==> config.mk <==
export PLATFORM = sky130hd
export DESIGN_NAME = vga_glyph_renderer
export DESIGN_NICKNAME = d
export VERILOG_FILES = /design/src/rtl/vga_glyph_renderer.sv
export SDC_FILE = /design/constraint.sdc
export NUM_CORES = 1
export LEC_CHECK = 0
export BUFFER_PORTS_ARGS = -buffer_cell sky130_fd_sc_hd__buf_4
export CORE_MARGIN = 2
export CORE_UTILIZATION = 55
export DETAILED_ROUTE_END_ITERATION = 8
export PLACE_DENSITY_LB_ADDON = 0.3
export SLEW_MARGIN = 20
export SYNTH_ARGS = -nofsm -noshare
export SYNTH_HDL_FRONTEND = slang
export SYNTH_SLANG_ARGS = --single-unit
==> constraint.sdc <==
create_clock -name clk -period 4.5 [get_ports clk]
set_clock_uncertainty 0.05 [all_clocks]
set_input_delay 0.675 -clock clk [delete_from_list [all_inputs] [get_ports clk]]
set_output_delay 0.675 -clock clk [all_outputs]
set_load 0.03 [all_outputs]
==> src/rtl/vga_glyph_renderer.sv <==
// Glyph-string renderer feeding the vga_adapter pixel port: power-on clear, erase of the previous footprint, then draw.
// Optional macro VGA_GLYPH_SCALE2_EN draws every bitmap bit as a 2x2 pixel block.
module vga_glyph_renderer #(
  parameter int GLYPH_W    = 12,
  parameter int GLYPH_H    = 12,
  parameter int NUM_GLYPHS = 3,
  parameter int GAP        = 0,
  parameter int SCREEN_W   = 160,
  parameter int SCREEN_H   = 120,
  parameter int X_W        = 8,
  parameter int Y_W        = 7,
  parameter int COL_W      = 3
) (
  input  logic                                  clk,
  input  logic                                  reset,
  input  logic                                  start,
  input  logic [NUM_GLYPHS*GLYPH_W*GLYPH_H-1:0] glyphs,
  input  logic [X_W-1:0]                        x,
  input  logic [Y_W-1:0]                        y,
  input  logic [COL_W-1:0]                      colour_in,
  input  logic [COL_W-1:0]                      bg_colour,
  output logic [X_W-1:0]                        x_out,
  output logic [Y_W-1:0]                        y_out,
  output logic [COL_W-1:0]                      colour,
  output logic                                  writeEn,
  output logic                                  busy,
  output logic                                  done
);

`ifdef VGA_GLYPH_SCALE2_EN
  localparam int SCALE = 2;
`else
  localparam int SCALE = 1;
`endif

  localparam int N_BITS = NUM_GLYPHS * GLYPH_W * GLYPH_H;
  localparam int PITCH  = SCALE * (GLYPH_W + GAP);
  localparam int G_W    = (NUM_GLYPHS > 1) ? $clog2(NUM_GLYPHS) : 1;
  localparam int R_W    = (GLYPH_H > 1) ? $clog2(GLYPH_H) : 1;
  localparam int C_W    = (GLYPH_W > 1) ? $clog2(GLYPH_W) : 1;
  localparam int I_W    = (N_BITS > 1) ? $clog2(N_BITS) : 1;

  typedef enum logic [2:0] {
    S_SCREEN_CLR,
    S_IDLE,
    S_ERASE,
    S_DRAW,
    S_DONE
  } state_t;

  state_t              state_q, state_d;
  logic [N_BITS-1:0]   glyphs_q, glyphs_d;
  logic [X_W-1:0]      cur_x_q, cur_x_d, prev_x_q, prev_x_d;
  logic [Y_W-1:0]      cur_y_q, cur_y_d, prev_y_q, prev_y_d;
  logic [X_W-1:0]      clr_x_q, clr_x_d, x_out_q, x_out_d;
  logic [Y_W-1:0]      clr_y_q, clr_y_d, y_out_q, y_out_d;
  logic [COL_W-1:0]    fg_q, fg_d, colour_q, colour_d;
  logic                drawn_valid_q, drawn_valid_d;
  logic                wr_en_q, wr_en_d;
  logic                done_q, done_d;
  logic [G_W-1:0]      g_q, g_d;
  logic [R_W-1:0]      r_q, r_d;
  logic [C_W-1:0]      c_q, c_d;
  logic                sx_q, sx_d, sy_q, sy_d;

  logic                sweep_step;
  logic                sweep_last;
  logic [X_W-1:0]      org_x, px;
  logic [Y_W-1:0]      org_y, py;
  logic [I_W-1:0]      bit_idx;

  // Pixel coordinate and bitmap bit for the current sweep position; sums wrap at the port widths.
  always_comb begin
    org_x   = (state_q == S_ERASE) ? prev_x_q : cur_x_q;
    org_y   = (state_q == S_ERASE) ? prev_y_q : cur_y_q;
    px      = org_x + X_W'(32'(g_q) * 32'(PITCH)) + X_W'(32'(c_q) * 32'(SCALE)) + X_W'(sx_q);
    py      = org_y + Y_W'(32'(r_q) * 32'(SCALE)) + Y_W'(sy_q);
    bit_idx = I_W'(32'(N_BITS - 1)
                   - (32'(g_q) * 32'(GLYPH_W * GLYPH_H) + 32'(r_q) * 32'(GLYPH_W) + 32'(c_q)));
    sweep_last = ((SCALE == 1) || (sx_q && sy_q))
                 && (c_q == C_W'(GLYPH_W - 1))
                 && (r_q == R_W'(GLYPH_H - 1))
                 && (g_q == G_W'(NUM_GLYPHS - 1));
  end

  always_comb begin
    state_d       = state_q;
    glyphs_d      = glyphs_q;
    cur_x_d       = cur_x_q;
    cur_y_d       = cur_y_q;
    prev_x_d      = prev_x_q;
    prev_y_d      = prev_y_q;
    clr_x_d       = clr_x_q;
    clr_y_d       = clr_y_q;
    x_out_d       = x_out_q;
    y_out_d       = y_out_q;
    fg_d          = fg_q;
    colour_d      = colour_q;
    drawn_valid_d = drawn_valid_q;
    wr_en_d       = 1'b0;
    done_d        = 1'b0;
    g_d           = g_q;
    r_d           = r_q;
    c_d           = c_q;
    sx_d          = sx_q;
    sy_d          = sy_q;
    sweep_step    = 1'b0;

    case (state_q)
      S_SCREEN_CLR: begin
        wr_en_d  = 1'b1;
        colour_d = bg_colour;
        x_out_d  = clr_x_q;
        y_out_d  = clr_y_q;
        if (clr_x_q == X_W'(SCREEN_W - 1)) begin
          clr_x_d = '0;
          if (clr_y_q == Y_W'(SCREEN_H - 1)) begin
            clr_y_d = '0;
            state_d = S_IDLE;
          end else begin
            clr_y_d = clr_y_q + Y_W'(1);
          end
        end else begin
          clr_x_d = clr_x_q + X_W'(1);
        end
      end
      S_IDLE: begin
        if (start) begin
          glyphs_d = glyphs;
          cur_x_d  = x;
          cur_y_d  = y;
          fg_d     = colour_in;
          g_d      = '0;
          r_d      = '0;
          c_d      = '0;
          sx_d     = 1'b0;
          sy_d     = 1'b0;
          state_d  = drawn_valid_q ? S_ERASE : S_DRAW;
        end
      end
      S_ERASE: begin
        sweep_step = 1'b1;
        wr_en_d    = 1'b1;
        colour_d   = bg_colour;
        x_out_d    = px;
        y_out_d    = py;
        if (sweep_last) state_d = S_DRAW;
      end
      S_DRAW: begin
        sweep_step = 1'b1;
        wr_en_d    = glyphs_q[bit_idx];
        colour_d   = fg_q;
        x_out_d    = px;
        y_out_d    = py;
        if (sweep_last) state_d = S_DONE;
      end
      S_DONE: begin
        done_d        = 1'b1;
        prev_x_d      = cur_x_q;
        prev_y_d      = cur_y_q;
        drawn_valid_d = 1'b1;
        state_d       = S_IDLE;
      end
      default: state_d = S_IDLE;
    endcase

    // Sub-pixel x, sub-pixel y, column, row, glyph; every counter wraps to zero on the last pixel.
    if (sweep_step) begin
      if ((SCALE == 2) && !sx_q) begin
        sx_d = 1'b1;
      end else begin
        sx_d = 1'b0;
        if ((SCALE == 2) && !sy_q) begin
          sy_d = 1'b1;
        end else begin
          sy_d = 1'b0;
          if (c_q == C_W'(GLYPH_W - 1)) begin
            c_d = '0;
            if (r_q == R_W'(GLYPH_H - 1)) begin
              r_d = '0;
              if (g_q == G_W'(NUM_GLYPHS - 1)) g_d = '0;
              else g_d = g_q + G_W'(1);
            end else begin
              r_d = r_q + R_W'(1);
            end
          end else begin
            c_d = c_q + C_W'(1);
          end
        end
      end
    end
  end

  always_ff @(posedge clk or negedge reset) begin
    if (!reset) begin
      state_q       <= S_SCREEN_CLR;
      glyphs_q      <= '0;
      cur_x_q       <= '0;
      cur_y_q       <= '0;
      prev_x_q      <= '0;
      prev_y_q      <= '0;
      clr_x_q       <= '0;
      clr_y_q       <= '0;
      x_out_q       <= '0;
      y_out_q       <= '0;
      fg_q          <= '0;
      colour_q      <= '0;
      drawn_valid_q <= 1'b0;
      wr_en_q       <= 1'b0;
      done_q        <= 1'b0;
      g_q           <= '0;
      r_q           <= '0;
      c_q           <= '0;
      sx_q          <= 1'b0;
      sy_q          <= 1'b0;
    end else begin
      state_q       <= state_d;
      glyphs_q      <= glyphs_d;
      cur_x_q       <= cur_x_d;
      cur_y_q       <= cur_y_d;
      prev_x_q      <= prev_x_d;
      prev_y_q      <= prev_y_d;
      clr_x_q       <= clr_x_d;
      clr_y_q       <= clr_y_d;
      x_out_q       <= x_out_d;
      y_out_q       <= y_out_d;
      fg_q          <= fg_d;
      colour_q      <= colour_d;
      drawn_valid_q <= drawn_valid_d;
      wr_en_q       <= wr_en_d;
      done_q        <= done_d;
      g_q           <= g_d;
      r_q           <= r_d;
      c_q           <= c_d;
      sx_q          <= sx_d;
      sy_q          <= sy_d;
    end
  end

  assign x_out   = x_out_q;
  assign y_out   = y_out_q;
  assign colour  = colour_q;
  assign writeEn = wr_en_q;
  assign done    = done_q;
  assign busy    = (state_q != S_IDLE);

endmodule

== Word level (Yosys, flattened, before mapping) ==
Index checks and enable logic that the tools add are counted.

* Register bits after elaboration: 515
* Output and inout bits: 21
* Input port bits: 456
* Logic and storage cells: 101

* Reduce and logical (&&, ||, !) cells: 13
* Equality and inequality tests: 15
* Add/subtract/negate cells: 13
* Multiply operators: 3
* $lt $le $gt $ge: 1
* Muxes and demuxes: 37

{| class="wikitable"
|+ Operators with widths
! kind !! number
|-
| 2-to-1 mux 4 bit || 9
|-
| 2-to-1 mux 8 bit || 2
|-
| one-hot mux 8 bit (2 select lines) || 1
|-
| 2-to-1 mux 3 bit || 5
|-
| 2-to-1 mux 7 bit || 2
|-
| one-hot mux 7 bit (2 select lines) || 1
|-
| 2-to-1 mux 2 bit || 6
|-
| one-hot mux 3 bit (4 select lines) || 1
|-
| < comparator 9 x 10 -> 1 bit, second input constant || 1
|-
| inequality test 2 bit, second input constant || 5
|-
| adder 9 x 4 -> 9 bit || 1
|-
| adder 9 x 8 -> 9 bit || 1
|-
| binary-select mux 1 bit (select 9 bit) || 1
|-
| subtractor 9 bit, first input constant || 1
|-
| adder 4 x 1 -> 4 bit, second input constant || 2
|-
| adder 8 x 1 -> 8 bit || 1
|-
| adder 8 x 1 -> 8 bit, second input constant || 1
|-
| adder 8 x 4 -> 8 bit || 1
|-
| adder 8 x 6 -> 8 bit || 1
|-
| equality test 4 bit, second input constant || 2
|-
| equality test 8 bit, second input constant || 1
|-
| nonzero test 2 bit || 4
|-
| adder 7 x 1 -> 7 bit || 1
|-
| adder 7 x 1 -> 7 bit, second input constant || 1
|-
| other kinds (19) || 30
|}

== Logic depth before layout (Yosys ltp) ==
* Word-level depth: 7
* Gate-level depth with buffers: 16
* Depth with buffers taken out: 15

== Worst setup path before layout ==
Ideal clock, no wire load.

* Path kind: register -> register
* Start point: register r_q[1]
* End point: register wr_en_q, in the netlist writeEn
* Required time: 4.368 ns
* Slack: 0.689 ns
* Cell stages (with the launch flop): 14
* Setup time: 0.082 ns
* Arrival: 3.679 ns
* Cells stage by stage: dfrtp_1 -> ha_1 -> fa_1 -> fa_1 -> inv_1 -> ha_1 -> or3_1 -> nand2_1 -> clkbuf_1 -> o221ai_1 -> o21ai_0 -> o22ai_1 -> a2111o_1 -> a31oi_1

* Word-level cells in the longest chain between the ends: 7

{| class="wikitable"
|+ Ends and longest elaborated chain
! what !! RTL line !! text
|-
| from (decl) || 62 || <nowiki>logic [R_W-1:0] r_q, r_d;</nowiki>
|-
| from (signal assigned) || 233 || <nowiki>r_q <= r_d;</nowiki>
|-
| multiplier 4 x 2 -> 6 bit || 79 || <nowiki>- (32'(g_q) * 32'(GLYPH_W * GLYPH_H) + 32'(r_q) * 32'(GLYPH_W) + 32'(c_q)));</nowiki>
|-
| adder 9 x 8 -> 9 bit || 79 ||
|-
| adder 9 x 4 -> 9 bit || 79 ||
|-
| subtractor 9 bit || 79 ||
|-
| binary-select mux 1 bit (select 9 bit) || 151 || <nowiki>wr_en_d = glyphs_q[bit_idx];</nowiki>
|-
| 2-to-1 mux 1 bit (not written as such) || 151 ||
|-
| one-hot mux 1 bit (2 select lines) || 109 || <nowiki>case (state_q)</nowiki>
|-
| net wr_en_d || 59 || <nowiki>logic wr_en_q, wr_en_d;</nowiki>
|-
| to (signal assigned) || 230 || <nowiki>wr_en_q <= wr_en_d;</nowiki>
|-
| to (decl) || 59 ||
|}

The timed path passes the listed nets, and every way through them passes these cells. The select of a mux whose other input is x is not followed.
A chain may end at the register's enable or synchronous reset.

== Worst setup path after layout ==
Same ends and word-level chain as after synthesis.

==> qor.json <==
{
  "pre_cts_ws_ps": 150,
  "clock_insertion_delay_worst_skew_ps": 600,
  "number_of_enable_flip_flop_cells_after_synthesis": 0,
  "num-fill-cells": 3012,
  "total_gr_overflow": 0,
  "layout-drive-gt1-share_pct": 55.3,
  "syn_area_sq_um": 24200,
  "r2r_cells": 11,
  "worst_ep_arrival_time_ps": 4720,
  "drtPass1Iterations": 6,
  "timing.setup.tns_ps": 0,
  "timing.final.setup_violations": 0,
  "cap_violations": 0,
  "critPathRequiredTime_ps": 4980,
  "crit-reg2reg-capture": "writeEn",
  "largest_fanout_of_any_net_on_the_critical_path": 14,
  "final.setup.worst_slack_ps": 257,
  "p_sw_share_pct": 34.8,
  "category_of_the_worst_setup_path_capture_point": "register",
  "gpl.final_weighted_congestion": 0.893,
  "leak_nw": 13.2,
  "pin_count_of_the_biggest_net_entering_global_routing": 105,
  "design.final.nets": 2620,
  "synth.yosys.seq_area_share_pct": 53.2,
  "wl_per_cell_microns": 24.2,
  "crit_buf_inv": 1,
  "synth_most_common_cell": "dfrtp_1",
  "clk_root_buffer_cell": "clkbuf_16",
  "period_needed_ps": 4240,
  "ys_warn_count": 0,
  "yosys.area.top_type_share_pct": 53.2,
  "initial_core_util_pct": 55.9,
  "timing.final.hold_violations": 0,
  "combPwrFrac_pct": 43.7,
  "synthCells": 1651,
  "reg2reg_setup_slack_ps": 260,
  "r2r_start": "r_q[1]",
  "layout-area-overhead-vs-synth_pct": 24.7,
  "cts_inserted_buffers": 53,
  "vias_in_the_first_global_route": 17400,
  "grt_first_pass_wirelength_microns": 100000,
  "p_clk_share_pct": 19.0,
  "ant_nets": 0,
  "vias": 16200,
  "grt_setup_unrepaired": "false",
  "synth_top_cell_by_area": "dfrtp_1",
  "cts-htree-levels": 2,
  "crit_path_max_incr_delay_ps": 500,
  "rows": 76,
  "io_buffers": 476,
  "slowest_stage": "fa_1",
  "die-area_sq_um": 45700,
  "fmaxAchievable_mhz": 236,
  "global_route.usage.total_pct": 29.6,
  "detail_route.drc_violations": 0,
  "synth_cell_type_count": 63,
  "final-max-slew-violation-count": 0,
  "avgSynthCellArea_sq_um": 14.6,
  "finalPower_mw": 22.5,
  "class_of_the_tightest_hold_or_removal_check": "input pin to asynchronous set/reset pin",
  "seq_power_share_pct": 37.3,
  "irDropWorstVdd_v": 0.000458,
  "io_pins": 477,
  "share_of_async_settable_or_async_resettable_flops_after_synthesis_pct": 100,
  "internal_power_mw": 14.6,
  "drtIter0Drc": 1193,
  "startpoint_type": "register",
  "hold_slack_ps": 70.7,
  "synth_common_cells": "dfrtp_1, mux2_2, mux4_2",
  "postCtsSetupBuffers": 0,
  "cellPowerDensity_nw_per_um2": 745,
  "cell_chain_critical_path": "ha_1 > fa_1 > fa_1 > inv_1 > ha_1 > or3_1 > and2_1 > o41ai_1 > o22ai_1 > a2111o_1 > a31oi_1",
  "core_area_sq_um": 43300,
  "path_delay_family": "adder cells",
  "vias_per_cell": 5.87,
  "total_switching_power_mw": 7.81,
  "grt_antenna_before_repair": 9,
  "dp.final_hpwl_microns": 49700,
  "worstMarginPinSlew_ps": 834,
  "total_detailed_routing_wirelength_microns": 66600,
  "status": "finished, final reports clean",
  "synth_seq_cells": 514,
  "timing.slew.headroom_pct": 44.4,
  "tritoncts_num_sinks": 514,
  "synth_fp_nets": 2150,
  "netlist_top_cells_area": "dfrtp_1, mux2_2, mux4_2, ha_1, clkbuf_1",
  "die-width_microns": 214,
  "clock_tree.buffer_depth": 3,
  "tritoncts": "yes",
  "post-route-period-util_pct": 94.3,
  "path_class": "register to register",
  "clk_pin_slew_worst_paths_ps": 60,
  "postSynth.topFlopCell": "dfrtp_1",
  "die_height_microns": 214
}
power groups by stage:
| stage | Clock, mW | Sequential (mW) | Combinational [mW] |
|---|---|---|---|
| global placement | 0 | 8.26 | 9.56 |
| finish | 4.27 | 8.37 | 9.82 |
| CTS | 4.34 | 8.37 | 9.84 |
| global route | 4.53 | 8.65 | 10.5 |
| detailed placement | 0 | 8.44 | 9.78 |
| floorplan | 0 | 7.94 | 7.07 |
routing by layer:
layer  wire [microns]  GRT usage (%)
met5                0              0
met4             3100           15.0
met1            25800           36.6
met2            32400           47.9
met3             5210           8.54
stage by stage:
step | instance area, sq um | cells | utilization (%)
2_1_floorplan | 24200 | 1651 | -
3_3_place_gp | 28400 | 2651 | 65.8
3_5_place_dp | 28400 | 2651 | 65.8
4_1_cts | 30100 | 2743 | 69.7
5_1_grt | 30200 | 2752 | 69.7
6_report | 30200 | 2754 | 69.7
how the worst max path moves through the flow:
stage / from / end / slack (ps) / cells past startpoint
after floorplan: r_q[1] / writeEn / 690 / 13
after detailed placement: r_q[1] / writeEn / 150 / 11
after CTS: r_q[1] / writeEn / 120 / 11
final: r_q[1] / writeEn / 260 / 11
after global placement: r_q[1] / writeEn / 310 / 11
after global routing: r_q[1] / writeEn / 60 / 11
cells by family (layout without fill, tap and decap cells):
| family | Yosys count | count (layout) | synth area share [%] |
|---|---|---|---|
| fa+ha+maj | 43 | 43 | 2.41 |
| flops | 514 | 514 | 53.2 |
| other cells | 0 | 11 | 0 |
| xor+xnor | 23 | 23 | 0.833 |
| buf+inv | 132 | 639 | 2.57 |
| compound gates | 189 | 189 | 5.15 |
| simple gates | 143 | 143 | 2.90 |
| mux | 607 | 607 | 32.9 |
sequential cells by signal, indices dropped and copies added (netlist names), 2 cells and up:
signal	cells
x_out	8
clr_x_q	8
clr_y_q	7
g_q	2
state_q	3
colour	3
c_q	4
prev_x_q	8
y_out	7
cur_y_q	7
cur_x_q	8
prev_y_q	7
fg_q	3
r_q	4
glyphs_q	432
cells in the final DEF, fill, tap and decap left out, types with 12 or more instances in the layout:
master     netlist  final
dfrtp_1        514    512
buf_4           13    508
mux2_2         496    496
mux4_2          90     90
clkbuf_16        0     54
nor2_1          45     44
o22ai_1         41     41
ha_1            37     37
o21ai_0         34     34
a21oi_1         33     33
nand2_1         27     27
inv_1           26     26
a22oi_1         21     21
clkbuf_1        70     16
xnor2_1         15     15
mux2i_1         12     12
nor3_1          13     12
clkbuf_8         0     12
repair_timing:
item,4_1_cts,5_1_grt
endpoints found under the hold margin,0,0
setup endpoints to repair,0,1
hold buffers,0,0
resized for setup,0,1
cell type report:
class                      count  area (sq um)  area share, %
antenna                       11          27.5         0.0913
clock buffer                  82          1580           5.23
clock inverter                10           110          0.365
inverter                      28           108          0.357
multi-input combinational   1005         10700           35.5
sequential                   514         12900           42.7
tap                          585           732           2.43
timing repair buffer         519          4030           13.4
Power figures use the tool's default switching activity.
